[config.mk]
export PLATFORM = sky130hd
export DESIGN_NAME = event_indicator
export DESIGN_NICKNAME = d
export VERILOG_FILES = /design/src/rtl/parking_pkg.sv /design/src/rtl/cycle_timer.sv /design/src/rtl/event_indicator.sv
export SDC_FILE = /design/constraint.sdc
export NUM_CORES = 1
export LEC_CHECK = 0
export BUFFER_PORTS_ARGS = -buffer_cell sky130_fd_sc_hd__buf_2
export CAP_MARGIN = 10
export CORE_AREA = 3 3 90 49
export CTS_CLUSTER_DIAMETER = 60
export DETAILED_ROUTE_END_ITERATION = 8
export DIE_AREA = 0 0 93 52
export GPL_ROUTABILITY_DRIVEN = 0
export PLACE_DENSITY = 0.78
export SYNTH_ARGS = -nofsm -noshare
export SYNTH_HDL_FRONTEND = slang
export SYNTH_HIERARCHICAL = 1
export SYNTH_SLANG_ARGS = --single-unit
[constraint.sdc]
create_clock -name clk -period 3.7 [get_ports clk]
set_input_delay 0.555 -clock clk [delete_from_list [all_inputs] [get_ports clk]]
set_output_delay 0.555 -clock clk [all_outputs]
set_load 0.005 [all_outputs]
[src/rtl/parking_pkg.sv]
// Shared definitions for the parking UI blocks (debouncer, event indicator):
// clock rate, default human-visible timing and the indicator state encoding.
package parking_pkg;

    localparam int unsigned CLK_HZ            = 40_000_000;
    // 200 ms at CLK_HZ; the debouncer uses the same settle time.
    localparam int unsigned DEFAULT_UI_CYCLES = CLK_HZ / 5;

    typedef enum logic [1:0] {
        ST_IDLE = 2'd0,
        ST_ON   = 2'd1,
        ST_GAP  = 2'd2
    } ind_state_t;

    function automatic int unsigned max_u(input int unsigned a, input int unsigned b);
        return (a > b) ? a : b;
    endfunction

endpackage

[src/rtl/cycle_timer.sv]
// Interval timer: counts up from zero while run is high and raises expire in
// the cycle where the count reaches term_value (interval = term_value + 1
// cycles). The count returns to zero on expire or restart, so every new
// interval starts cleanly.
module cycle_timer #(
    parameter int unsigned W = 8
) (
    input  logic         clk,
    input  logic         reset_n,
    input  logic         restart,
    input  logic         run,
    input  logic [W-1:0] term_value,
    output logic         expire
);

    logic [W-1:0] count;

    assign expire = run && (count == term_value);

    // interval counter, cleared on expire/restart so each interval begins at zero
    always_ff @(posedge clk or negedge reset_n) begin
        if (!reset_n) begin
            count <= '0;
        end else if (restart || expire) begin
            count <= '0;
        end else if (run) begin
            count <= count + W'(1);
        end
    end

endmodule

[src/rtl/event_indicator.sv]
// Turns single-cycle event pulses into timed blinks with an off-gap between
// them; events arriving during a blink are queued in a saturating counter.
//
//   state   | meaning
//   --------+----------------------------------------------------------
//   IDLE    | nothing to show, led off, waiting for an event
//   ON      | blink in progress, led on for ON_CYCLES
//   GAP     | mandatory led-off gap of OFF_CYCLES after every blink
module event_indicator
    import parking_pkg::*;
#(
    parameter int unsigned ON_CYCLES   = DEFAULT_UI_CYCLES,
    parameter int unsigned OFF_CYCLES  = DEFAULT_UI_CYCLES,
    parameter int unsigned MAX_PENDING = 7,
    localparam int unsigned PW         = $clog2(MAX_PENDING + 1)
) (
    input  logic          clk,
    input  logic          reset_n,
    input  logic          pulse_in,
    input  logic          clear,
    output logic          led_out,
    output logic          busy,
    output logic [PW-1:0] pending,
    output logic          overflow
);

    localparam int unsigned   CW       = $clog2(max_u(ON_CYCLES, OFF_CYCLES) + 1);
    localparam logic [CW-1:0] ON_TERM  = CW'(ON_CYCLES - 1);
    localparam logic [CW-1:0] OFF_TERM = CW'(OFF_CYCLES - 1);
    localparam logic [PW-1:0] PEND_MAX = PW'(MAX_PENDING);

    ind_state_t    state;
    ind_state_t    state_next;
    logic          timer_run;
    logic [CW-1:0] timer_term;
    logic          timer_expire;
    logic          has_pending;
    logic          gap_end;
    logic          enq;
    logic          deq;
    logic [PW-1:0] pending_next;
    logic          overflow_next;
    logic          led_next;
    logic          busy_next;

    assign timer_run   = (state != ST_IDLE);
    assign timer_term  = (state == ST_ON) ? ON_TERM : OFF_TERM;
    assign has_pending = (pending != '0);
    assign gap_end     = (state == ST_GAP) && timer_expire;

    cycle_timer #(
        .W (CW)
    ) u_timer (
        .clk        (clk),
        .reset_n    (reset_n),
        .restart    (clear),
        .run        (timer_run),
        .term_value (timer_term),
        .expire     (timer_expire)
    );

    // state register
    always_ff @(posedge clk or negedge reset_n) begin
        if (!reset_n) begin
            state <= ST_IDLE;
        end else begin
            state <= state_next;
        end
    end

    // next-state decision; clear overrides everything
    always_comb begin
        state_next = state;
        if (clear) begin
            state_next = ST_IDLE;
        end else begin
            case (state)
                ST_IDLE: if (pulse_in || has_pending) state_next = ST_ON;
                ST_ON:   if (timer_expire) state_next = ST_GAP;
                ST_GAP:  if (timer_expire) state_next = (has_pending || pulse_in) ? ST_ON : ST_IDLE;
                default: state_next = ST_IDLE;
            endcase
        end
    end

    // output decode from the next state so led/busy register in step with state
    always_comb begin
        led_next  = (state_next == ST_ON);
        busy_next = (state_next != ST_IDLE);
    end

    // queue bookkeeping: a pulse that starts a blink directly (IDLE, or GAP end
    // with an empty queue) is never queued; at GAP end with a non-empty queue the
    // oldest event starts and a simultaneous pulse takes its slot
    always_comb begin
        deq = !clear && has_pending && (((state == ST_IDLE) && !pulse_in) || gap_end);
        enq = !clear && pulse_in &&
              ((state == ST_ON) || ((state == ST_GAP) && (!gap_end || has_pending)));
        pending_next  = pending;
        overflow_next = 1'b0;
        if (clear) begin
            pending_next = '0;
        end else if (enq && deq) begin
            pending_next = pending;
        end else if (enq) begin
            if (pending == PEND_MAX) begin
                overflow_next = 1'b1;
            end else begin
                pending_next = pending + PW'(1);
            end
        end else if (deq) begin
            pending_next = pending - PW'(1);
        end
    end

    // registered outputs and queue depth
    always_ff @(posedge clk or negedge reset_n) begin
        if (!reset_n) begin
            led_out  <= 1'b0;
            busy     <= 1'b0;
            pending  <= '0;
            overflow <= 1'b0;
        end else begin
            led_out  <= led_next;
            busy     <= busy_next;
            pending  <= pending_next;
            overflow <= overflow_next;
        end
    end

endmodule
Word-level counts from Yosys, hierarchy flattened
Cells that the tools add are included.

Add/sub/neg operators: 3. Multiply operators: 0. Divide/modulo/power cells: 0. Magnitude comparators: 0. Equality and inequality tests: 7. Shift operators: 0. Mux-type cells: 17. Bitwise logic cells: 0. Reduce and logical (&&, ||, !) cells: 24.

Operators with widths (number): two-way mux 23 bit (2); adder 23 x 1 -> 23 bit (second input constant) (1); == test 23 bit (second input constant) (1); two-way mux 3 bit (5); logical AND 1 bit (9); two-way mux 2 bit (4); case mux 2 bit (3 select lines) (1); nonzero test 2 bit (3); nonzero test 3 bit (2); logical OR 1 bit (5); two-way mux 1 bit (5); == test 2 x 1 -> 1 bit (second input constant) (2); adder 3 x 1 -> 3 bit (second input constant) (1); == test 3 bit (second input constant) (1); zero test 1 bit (3); inequality test 3 bit (second input constant) (1); AND reduction 3 bit (1); subtractor 3 x 1 -> 3 bit (second input constant) (1); == test 2 bit (second input constant) (1); zero test 2 bit (1); inequality test 2 bit (second input constant) (1).

Register bits after elaboration: 31. Latch bits: 0. Memory bits (writable): 0. Memory bits (read-only): 0. Bits of input ports: 4. Output and inout port bits: 6. Word-level logic and storage cells: 57. Memories: 0.

Depth between registers and ports, before layout
Gate-level depths: netlist of run 1.

Depth in word-level cells: 11. Mapped depth: 13. Mapped depth without buffers: 10.

Cells and area by module
Netlist of run 1, hierarchy kept.

Modules (own cells, without submodules): cycle_timer (instances 1, cells an instance 171, area an instance 1674.1 um^2, sequential area each 575.6 um^2); event_indicator (instances 1, cells an instance 60, area an instance 578.1 um^2, sequential area each 200.2 um^2).

Least setup slack after synthesis of run 1
No wires, ideal clock.

Path type: register to register. Start: register u_timer.count[11]. End: register pending[1]. Library setup time: 0.126 ns. Arrival: 2.881 ns. Data required time: 3.574 ns. Path slack: 0.693 ns. Cell stages (with the launch flop): 13. Buffers on the path: 2. Period minus slack after synthesis: 3.007 ns. Cell sequence: dfrtp_1 -> clkbuf_1 -> xnor2_1 -> nand4_1 -> nor4_1 -> and4_1 -> nor4b_2 -> o41ai_2 -> buf_6 -> fa_1 -> nor2_1 -> a21o_1 -> a221o_1.

Longest elaborated chain between the ends: 11. Elaborated cells on any way between the ends: 18. Those cells by class: 3 x eq/ne; 3 x mux; 12 x reduce/logical.

Ends and longest elaborated chain: start, declared (RTL line cycle_timer.sv:16) `logic [W-1:0] count;`; start signal, assigned (RTL line cycle_timer.sv:27) `count <= count + W'(1);`; == test 23 bit * (RTL line cycle_timer.sv:18) `assign expire = run && (count == term_value);`; logical AND 1 bit * (RTL line cycle_timer.sv:18); net timer_expire (RTL line event_indicator.sv:36) `logic timer_expire;`; logical AND 1 bit * (RTL line event_indicator.sv:49) `assign gap_end = (state == ST_GAP) && timer_expire;`; zero test 1 bit (RTL line event_indicator.sv:98) `((state == ST_ON) || ((state == ST_GAP) && (!gap_end || has_pending)));`; logical OR 1 bit (RTL line event_indicator.sv:98); logical AND 1 bit (RTL line event_indicator.sv:98); logical OR 1 bit (RTL line event_indicator.sv:98); logical AND 1 bit (RTL line event_indicator.sv:97) `enq = !clear && pulse_in &&`; logical AND 1 bit or two-way mux 3 bit (tied branches) (RTL line event_indicator.sv:103, event_indicator.sv:105); inequality test 2 bit (no line) or two-way mux 3 bit (tied branches); AND reduction 3 bit (no line) or two-way mux 3 bit (tied branches); end signal, assigned (RTL line event_indicator.sv:126) `pending <= pending_next;`; end, declared (RTL line event_indicator.sv:23) `output logic [PW-1:0] pending,`.

Mark *: on every way through the listed nets, which the timed path passes. The rest lies on a longest branch. The select of a mux whose other input is x is not followed. A chain may end at the register's enable or synchronous reset.

Worst setup path after layout of run 1
Start: register u_timer.count[3]. End: register pending[1].

The elaborated chain is that of the path after synthesis.

==> summary.log, run 1 <==
qor: status.status finished, final reports clean
qor: critical_path.critPathRequiredTime 3.88 ns
qor: placed_design.post_dp_area 2400 um^2
qor: layout.num-nets-final 260
qor: cts.post_cts_buffers 0
qor: cts.cts.repair.resized 0
qor: hold_path.min_path_type input pin to async pin
qor: pwr.power 0.865 mW
qor: layout.antenna_cells 0
qor: synthesis.ys_async_sr_fraction 1.00
qor: synthesis.syn-cell-area 2250 um^2
qor: cts.number_of_hold_buffers_added_after_cts 0
qor: timing.layout_worst_path_cycle_share 0.893
qor: timing.slew_at_the_pin_closest_to_its_max_slew_limit 0.713 ns
qor: cts.clock_tree_from_tritoncts done
qor: pwr.leakage 1.03 nW
qor: detailed_routing.drc 0
qor: global_route.largest_net_degree_at_the_start_of_global_routing 35
qor: critical_path.start_kind flip-flop
qor: timing.setup_repair_after_global_routing_missed_its_margin false
qor: global_route.antenna_found_initial 0
qor: placed_design.numPortBuffers 9
qor: floorplan.die_y 52 um
qor: detailed_routing.vias 1807
qor: floorplan.fp.coreArea 3760 um^2
qor: synthesis.netlist_instances 231
qor: critical_path.cp.arrival 3.48 ns
qor: detailed_routing.wl 5250 um
qor: timing.maxSlewHeadroom 0.525
qor: cts.htree_num_levels 2
qor: layout.synthToLayoutAreaGrowth 11.1%
qor: placed_design.hpwl 3780 um
qor: timing.finalCriticalPeriod 3.30 ns
qor: global_route.grt_usage 0.231
qor: synthesis.synth_edf_count 0
qor: global_route.globalRouteOverflowTotal 0
qor: synthesis.synth_area_per_cell 9.75 um^2
qor: floorplan.std_cell_rows 16
qor: critical_path.source_of_the_worst_register_to_register_timing_path u_timer/count[3]$_DFFE_PN0P_
qor: synthesis.synth_seq_cells 31
qor: floorplan.dieArea 4840 um^2
qor: timing.setup_viol_count_final 0
qor: timing.timing.setup.tns 0 ns
qor: timing.fmax 303 MHz
qor: timing.skew 0.00698 ns
qor: critical_path.path_max_fanout 6
qor: synthesis.synthesis.yosys.warnings 6
qor: critical_path.r2r_slack 0.40 ns
qor: synthesis.netlist-cell-type-count 49
qor: layout.drive_above_1_share 0.153
qor: critical_path.timing.reg2reg.worst_path_depth 10
qor: cts.clk_root_buffer_cell clkbuf_8
qor: timing.hold_violations 0
qor: run.cap_viol_max_count 0
qor: detailed_routing.avgViaCountPerCell 5.85
qor: pwr.vdd.ir_drop.worst 0.337 mV
qor: global_route.first_global_vias 1552
qor: critical_path.critical_path.endpoint_type flip-flop
qor: cts.clock_latency 0.29 ns
qor: synthesis.dominantRegCellSynth dfrtp_1
qor: critical_path.critical_path.startpoint u_timer/count[3]$_DFFE_PN0P_
qor: synthesis.share_of_the_yosys_chip_area_belonging_to_registers 0.344
qor: detailed_routing.postRouteAntennaNets 0
qor: cts.cts.sink_count 31
qor: pwr.power.density_cell_area 346 nW/um^2
qor: floorplan.pin_count 10
qor: floorplan.die-width 93 um
qor: critical_path.regToRegEndpoint pending[1]$_DFFE_PN0P_
qor: floorplan.starting_density_of_the_core 0.598
qor: critical_path.timing_worst_setup_path_type flip-flop to flip-flop
qor: global_route.grt_pass1_wl 8280 um
qor: cts.clkTransAtPathRegs 0.07 ns
qor: cts.clock_path_buffers 2
qor: detailed_routing.average_wire_length_per_cell_after_detail_routing 17.0 um
qor: cts.numCtsBuffers 5
qor: layout.final_design_area_no_fill 2500 um^2
qor: timing.finalMaxSlewViolations 0
qor: detailed_routing.drt-initial-drc-count 140
qor: detailed_routing.drt_pass1_iterations 6
## synthesized netlist by cell type (3+ instances only)
cell,instances,area share
a21oi_1,4,0.0089
nand3_1,7,0.016
nor4_1,6,0.017
nor2_1,9,0.015
a211oi_1,23,0.077
nor3_1,6,0.013
a21o_1,5,0.017
clkbuf_1,9,0.015
xor2_1,13,0.051
dfrtp_1,31,0.34
xnor2_1,26,0.10
or2_2,5,0.014
nor4b_2,3,0.020
nand4_1,11,0.031
mux2i_1,7,0.031
nand4b_1,3,0.012
nand4_4,3,0.028
inv_1,9,0.015
buf_2,4,0.0089
nand2_1,9,0.015
and4_1,3,0.012
## power by group
group | total, mW | internal [mW] | switching [mW]
sequential | 0.390 | 0.358 | 0.0318
combinational | 0.177 | 0.0728 | 0.104
clock | 0.298 | 0.170 | 0.128
## per-stage QoR
step | utilization | hold slack, ns | worst slack, ns | cells
final | 0.665 | 0.311 | 0.397 | 309
after global placement | 0.638 | 0.629 | 0.621 | 301
after detailed placement | 0.638 | 0.634 | 0.463 | 301
after floorplan | - | 0.259 | 0.693 | 252
after global routing | 0.665 | 0.364 | 0.232 | 309
after CTS | 0.665 | 0.328 | 0.457 | 309
## flip-flops by register name, indices dropped and copies added, names as in the netlist
register,count
led_out,1
state,2
busy,1
u_timer/count,23
overflow,1
pending,3
## layout make-up
type,instances,area [um^2]
Multi-Input combinational cell,194,1450
Fill cell,322,1260
Sequential cell,31,776
Clock buffer,8,100
Timing Repair Buffer,12,67.6
Tap cell,54,67.6
Inverter,10,37.5
## critical path: stages, from the launching register on
cell and delay (ns):
dfrtp_1 0.50, xnor2_1 0.21, nand4_1 0.14, nor4_1 0.34
and4_1 0.37, nor4b_2 0.36, o41ai_2 0.16, fa_1 0.55
nor2_1 0.05, a21o_1 0.19, a221o_1 0.33
## cell usage in the layout, fill, tap and decap left out, types with 2 or more instances in the layout
| master | Yosys | final |
|---|---|---|
| nand4b_1 | 3 | 3 |
| clkbuf_8 | 0 | 7 |
| a21o_1 | 5 | 5 |
| buf_4 | 1 | 3 |
| conb_1 | 2 | 23 |
| nand2b_1 | 2 | 2 |
| xor2_1 | 13 | 13 |
| a2111oi_0 | 2 | 2 |
| nor3_1 | 6 | 6 |
| nor4b_4 | 0 | 2 |
| inv_1 | 9 | 9 |
| dfrtp_1 | 31 | 31 |
| nor4b_1 | 2 | 2 |
| or2_2 | 5 | 5 |
| nor2_1 | 9 | 9 |
| o21ai_0 | 2 | 2 |
| nand3_1 | 7 | 7 |
| buf_2 | 4 | 9 |
| a21oi_1 | 4 | 4 |
| xnor2_1 | 26 | 26 |
| nand2_1 | 9 | 9 |
| mux2i_1 | 7 | 7 |
| and3_2 | 2 | 2 |
| a211oi_1 | 23 | 23 |
| nand4_4 | 3 | 3 |
| nor4_1 | 6 | 6 |
| and4_1 | 3 | 3 |
| nand4_1 | 11 | 11 |
## logic make-up after synthesis
group                    share of synthesized area
AO/OA/AOI/OAI                                0.158
multiplexers                                0.0378
flip-flops                                   0.344
other                                      0.00333
XOR/XNOR                                     0.152
buffers and inverters                       0.0533
adder cells (fa/ha/maj)                     0.0144
AND/OR/NAND/NOR                              0.237
## per-layer routing
metal / GRT usage / part of all wire
met5: 0 / 0
met4: 0.0803 / 0.012
met3: 0.0578 / 0.069
met2: 0.282 / 0.39
met1: 0.373 / 0.53
## worst max-delay path by stage
stage,endpoint,slack (ns),cells past startpoint
final,pending[1]$_DFFE_PN0P_,0.40,10
after global routing,pending[1]$_DFFE_PN0P_,0.23,10
after CTS,pending[1]$_DFFE_PN0P_,0.46,10
after detailed placement,pending[1]$_DFFE_PN0P_,0.46,10
after global placement,pending[1]$_DFFE_PN0P_,0.62,10
after floorplan,pending[1]$_DFFE_PN0P_,0.69,12
No activity file was read; power rests on OpenSTA's default activity.
==> run 2: changes to the inputs <==
- PLACE_DENSITY: 0.78 -> 0.84
==> summary.log, run 2 (same netlist as run 1, synthesis figures left out) <==
qor: placed_design.hpwl 3730 um
qor: cts.clk_root_buffer_cell clkbuf_8
qor: layout.final_design_area_no_fill 2520 um^2
qor: cts.htree_num_levels 2
qor: cts.cts.sink_count 31
qor: pwr.power.density_cell_area 362 nW/um^2
qor: critical_path.path_max_fanout 6
qor: floorplan.std_cell_rows 16
qor: global_route.grt_usage 0.237
qor: global_route.antenna_found_initial 0
qor: critical_path.cp.arrival 3.36 ns
qor: pwr.p_int 0.648 mW
qor: critical_path.timing_worst_setup_path_type flip-flop to flip-flop
qor: cts.clkTransAtPathRegs 0.07 ns
qor: floorplan.die_y 52 um
qor: floorplan.fp.coreArea 3760 um^2
qor: detailed_routing.wl 5080 um
qor: critical_path.critical_path.endpoint_type flip-flop
qor: critical_path.cpLargestDelayFamily simple AND/OR/NAND/NOR gates
qor: pwr.power 0.912 mW
qor: placed_design.numPortBuffers 9
qor: floorplan.pin_count 10
qor: global_route.globalRouteOverflowTotal 0
qor: layout.register_with_the_most_flip_flops u_timer/count
qor: critical_path.critical_path.startpoint u_timer/count[8]$_DFFE_PN0P_
qor: timing.skew 0.00916 ns
qor: critical_path.timing.reg2reg.worst_path_depth 10
qor: detailed_routing.drc 0
qor: layout.num-nets-final 260
qor: placed_design.post_dp_area 2400 um^2
qor: critical_path.crit_path_cell_trace xnor2_1, nand4_1, nor4_1, and4_1, nor4b_2, o41ai_2, fa_1, nor2_1, a21o_1, a221o_1
qor: detailed_routing.average_wire_length_per_cell_after_detail_routing 16.4 um
qor: timing.finalCriticalPeriod 3.19 ns
qor: critical_path.worstSetupPathDepth 10
qor: pwr.leakage 1.04 nW
qor: critical_path.critPathRequiredTime 3.87 ns
qor: timing.maxSlewHeadroom 0.431
qor: detailed_routing.drt-initial-drc-count 122
qor: detailed_routing.postRouteAntennaNets 0
qor: timing.layout_worst_path_cycle_share 0.861
qor: global_route.grt_pass1_wl 8540 um
qor: layout.layout_commonest_cell dfrtp_1
qor: layout.biggestRegsByFlops u_timer/count x23, pending x3, state x2
qor: critical_path.r2r_slack 0.51 ns
qor: timing.timing.setup.tns 0 ns
qor: pwr.vdd.ir_drop.worst 0.187 mV
qor: cts.post_cts_buffers 0
qor: critical_path.start_kind flip-flop
qor: cts.numCtsBuffers 5
qor: layout.antenna_cells 0
qor: pwr.power.share.switching 0.289
qor: timing.fmax 314 MHz
qor: layout.most_used_cells_in_the_layout_excluding_fill_and_tap_cells dfrtp_1 (31), xnor2_1 (26), a211oi_1 (23), conb_1 (23), xor2_1 (13)
qor: global_route.largest_net_degree_at_the_start_of_global_routing 35
qor: floorplan.starting_density_of_the_core 0.598
qor: cts.cts.repair.resized 0
qor: detailed_routing.drt_pass1_iterations 5
qor: cts.clock_path_buffers 2
qor: layout.stdcell_count 309
qor: critical_path.regToRegEndpoint pending[1]$_DFFE_PN0P_
qor: placed_design.dpl.cell_count 301
qor: status.status finished, final reports clean
qor: critical_path.critical_path_destination pending[1]$_DFFE_PN0P_
qor: timing.slew_at_the_pin_closest_to_its_max_slew_limit 0.849 ns
qor: timing.hold_violations 0
qor: layout.largest_register_ffs 23
qor: layout.synthToLayoutAreaGrowth 11.8%
qor: critical_path.source_of_the_worst_register_to_register_timing_path u_timer/count[8]$_DFFE_PN0P_
qor: cts.clock_tree_from_tritoncts done
qor: pwr.power.net_switching 0.264 mW
qor: pwr.combinationalPowerShare 0.187
qor: detailed_routing.avgViaCountPerCell 5.91
qor: detailed_routing.vias 1826
qor: critical_path.slowest_stage fa_1
qor: placed_design.place_ws 0.563 ns
qor: layout.final_core_util 0.669
qor: critical_path.critPathMaxStageDelay 0.53 ns
qor: floorplan.dieArea 4840 um^2
qor: timing.final.setup.worst_slack 0.515 ns
qor: layout.drive_above_1_share 0.157
qor: timing.setup_repair_after_global_routing_missed_its_margin false
qor: hold_path.min_path_type input pin to async pin
qor: critical_path.critical_path.n_buffers_inverters 0
qor: timing.fin_hold_ws 0.306 ns
qor: timing.setup_viol_count_final 0
qor: pwr.share_seq_of_total_power 0.429
qor: floorplan.die-width 93 um
qor: cts.number_of_hold_buffers_added_after_cts 0
qor: global_route.first_global_vias 1664
qor: run.cap_viol_max_count 0
qor: pwr.clkPwrFrac 0.385
qor: timing.finalMaxSlewViolations 0
qor: cts.clock_latency 0.29 ns
## run 2: worst min path at each step
stage,slack [ns],from,cells past startpoint,endpoint
2_1_floorplan,0.26,reset_n,0,busy$_DFF_PN0_
3_3_place_gp,0.63,pending[1]$_DFFE_PN0P_,1,pending[1]$_DFFE_PN0P_
3_5_place_dp,0.65,reset_n,1,u_timer/count[16]$_DFFE_PN0P_
4_1_cts,0.33,reset_n,1,u_timer/count[19]$_DFFE_PN0P_
5_1_grt,0.34,reset_n,1,state[1]$_DFF_PN0_
6_report,0.31,reset_n,1,u_timer/count[17]$_DFFE_PN0P_
## run 2: layout make-up
cell class | instances | area (um^2)
clock inverters | 2 | 35.0
well taps | 54 | 67.6
flip-flops and latches | 31 | 776
inverters | 10 | 37.5
clock buffers | 6 | 82.6
multi-input cells | 194 | 1450
fillers | 300 | 1240
repair buffers | 12 | 67.6
## run 2: metal layers
layer	wire, um	track usage	part of all wire	vias up
met5	0	0	0	-
met4	10	0.0827	0.0020	0
met3	444	0.0882	0.087	2
met2	1970	0.299	0.39	73
met1	2650	0.359	0.52	874
li1	-	-	-	877
## run 2: power by group through the flow
stage          Combinational (mW)  Sequential (mW)  Clock (mW)
6_report                    0.170            0.391       0.351
4_1_cts                     0.168            0.389       0.360
2_1_floorplan               0.125            0.386           0
5_1_grt                     0.189            0.393       0.375
3_3_place_gp                0.167            0.394           0
3_5_place_dp                0.168            0.395           0
## run 2: worst register-to-register path, cell delays in order (launching register included)
cell     delay, ns
dfrtp_1       0.52
xnor2_1       0.24
nand4_1       0.16
nor4_1        0.25
and4_1        0.33
nor4b_2       0.31
o41ai_2       0.14
fa_1          0.53
nor2_1        0.04
a21o_1        0.20
a221o_1       0.34
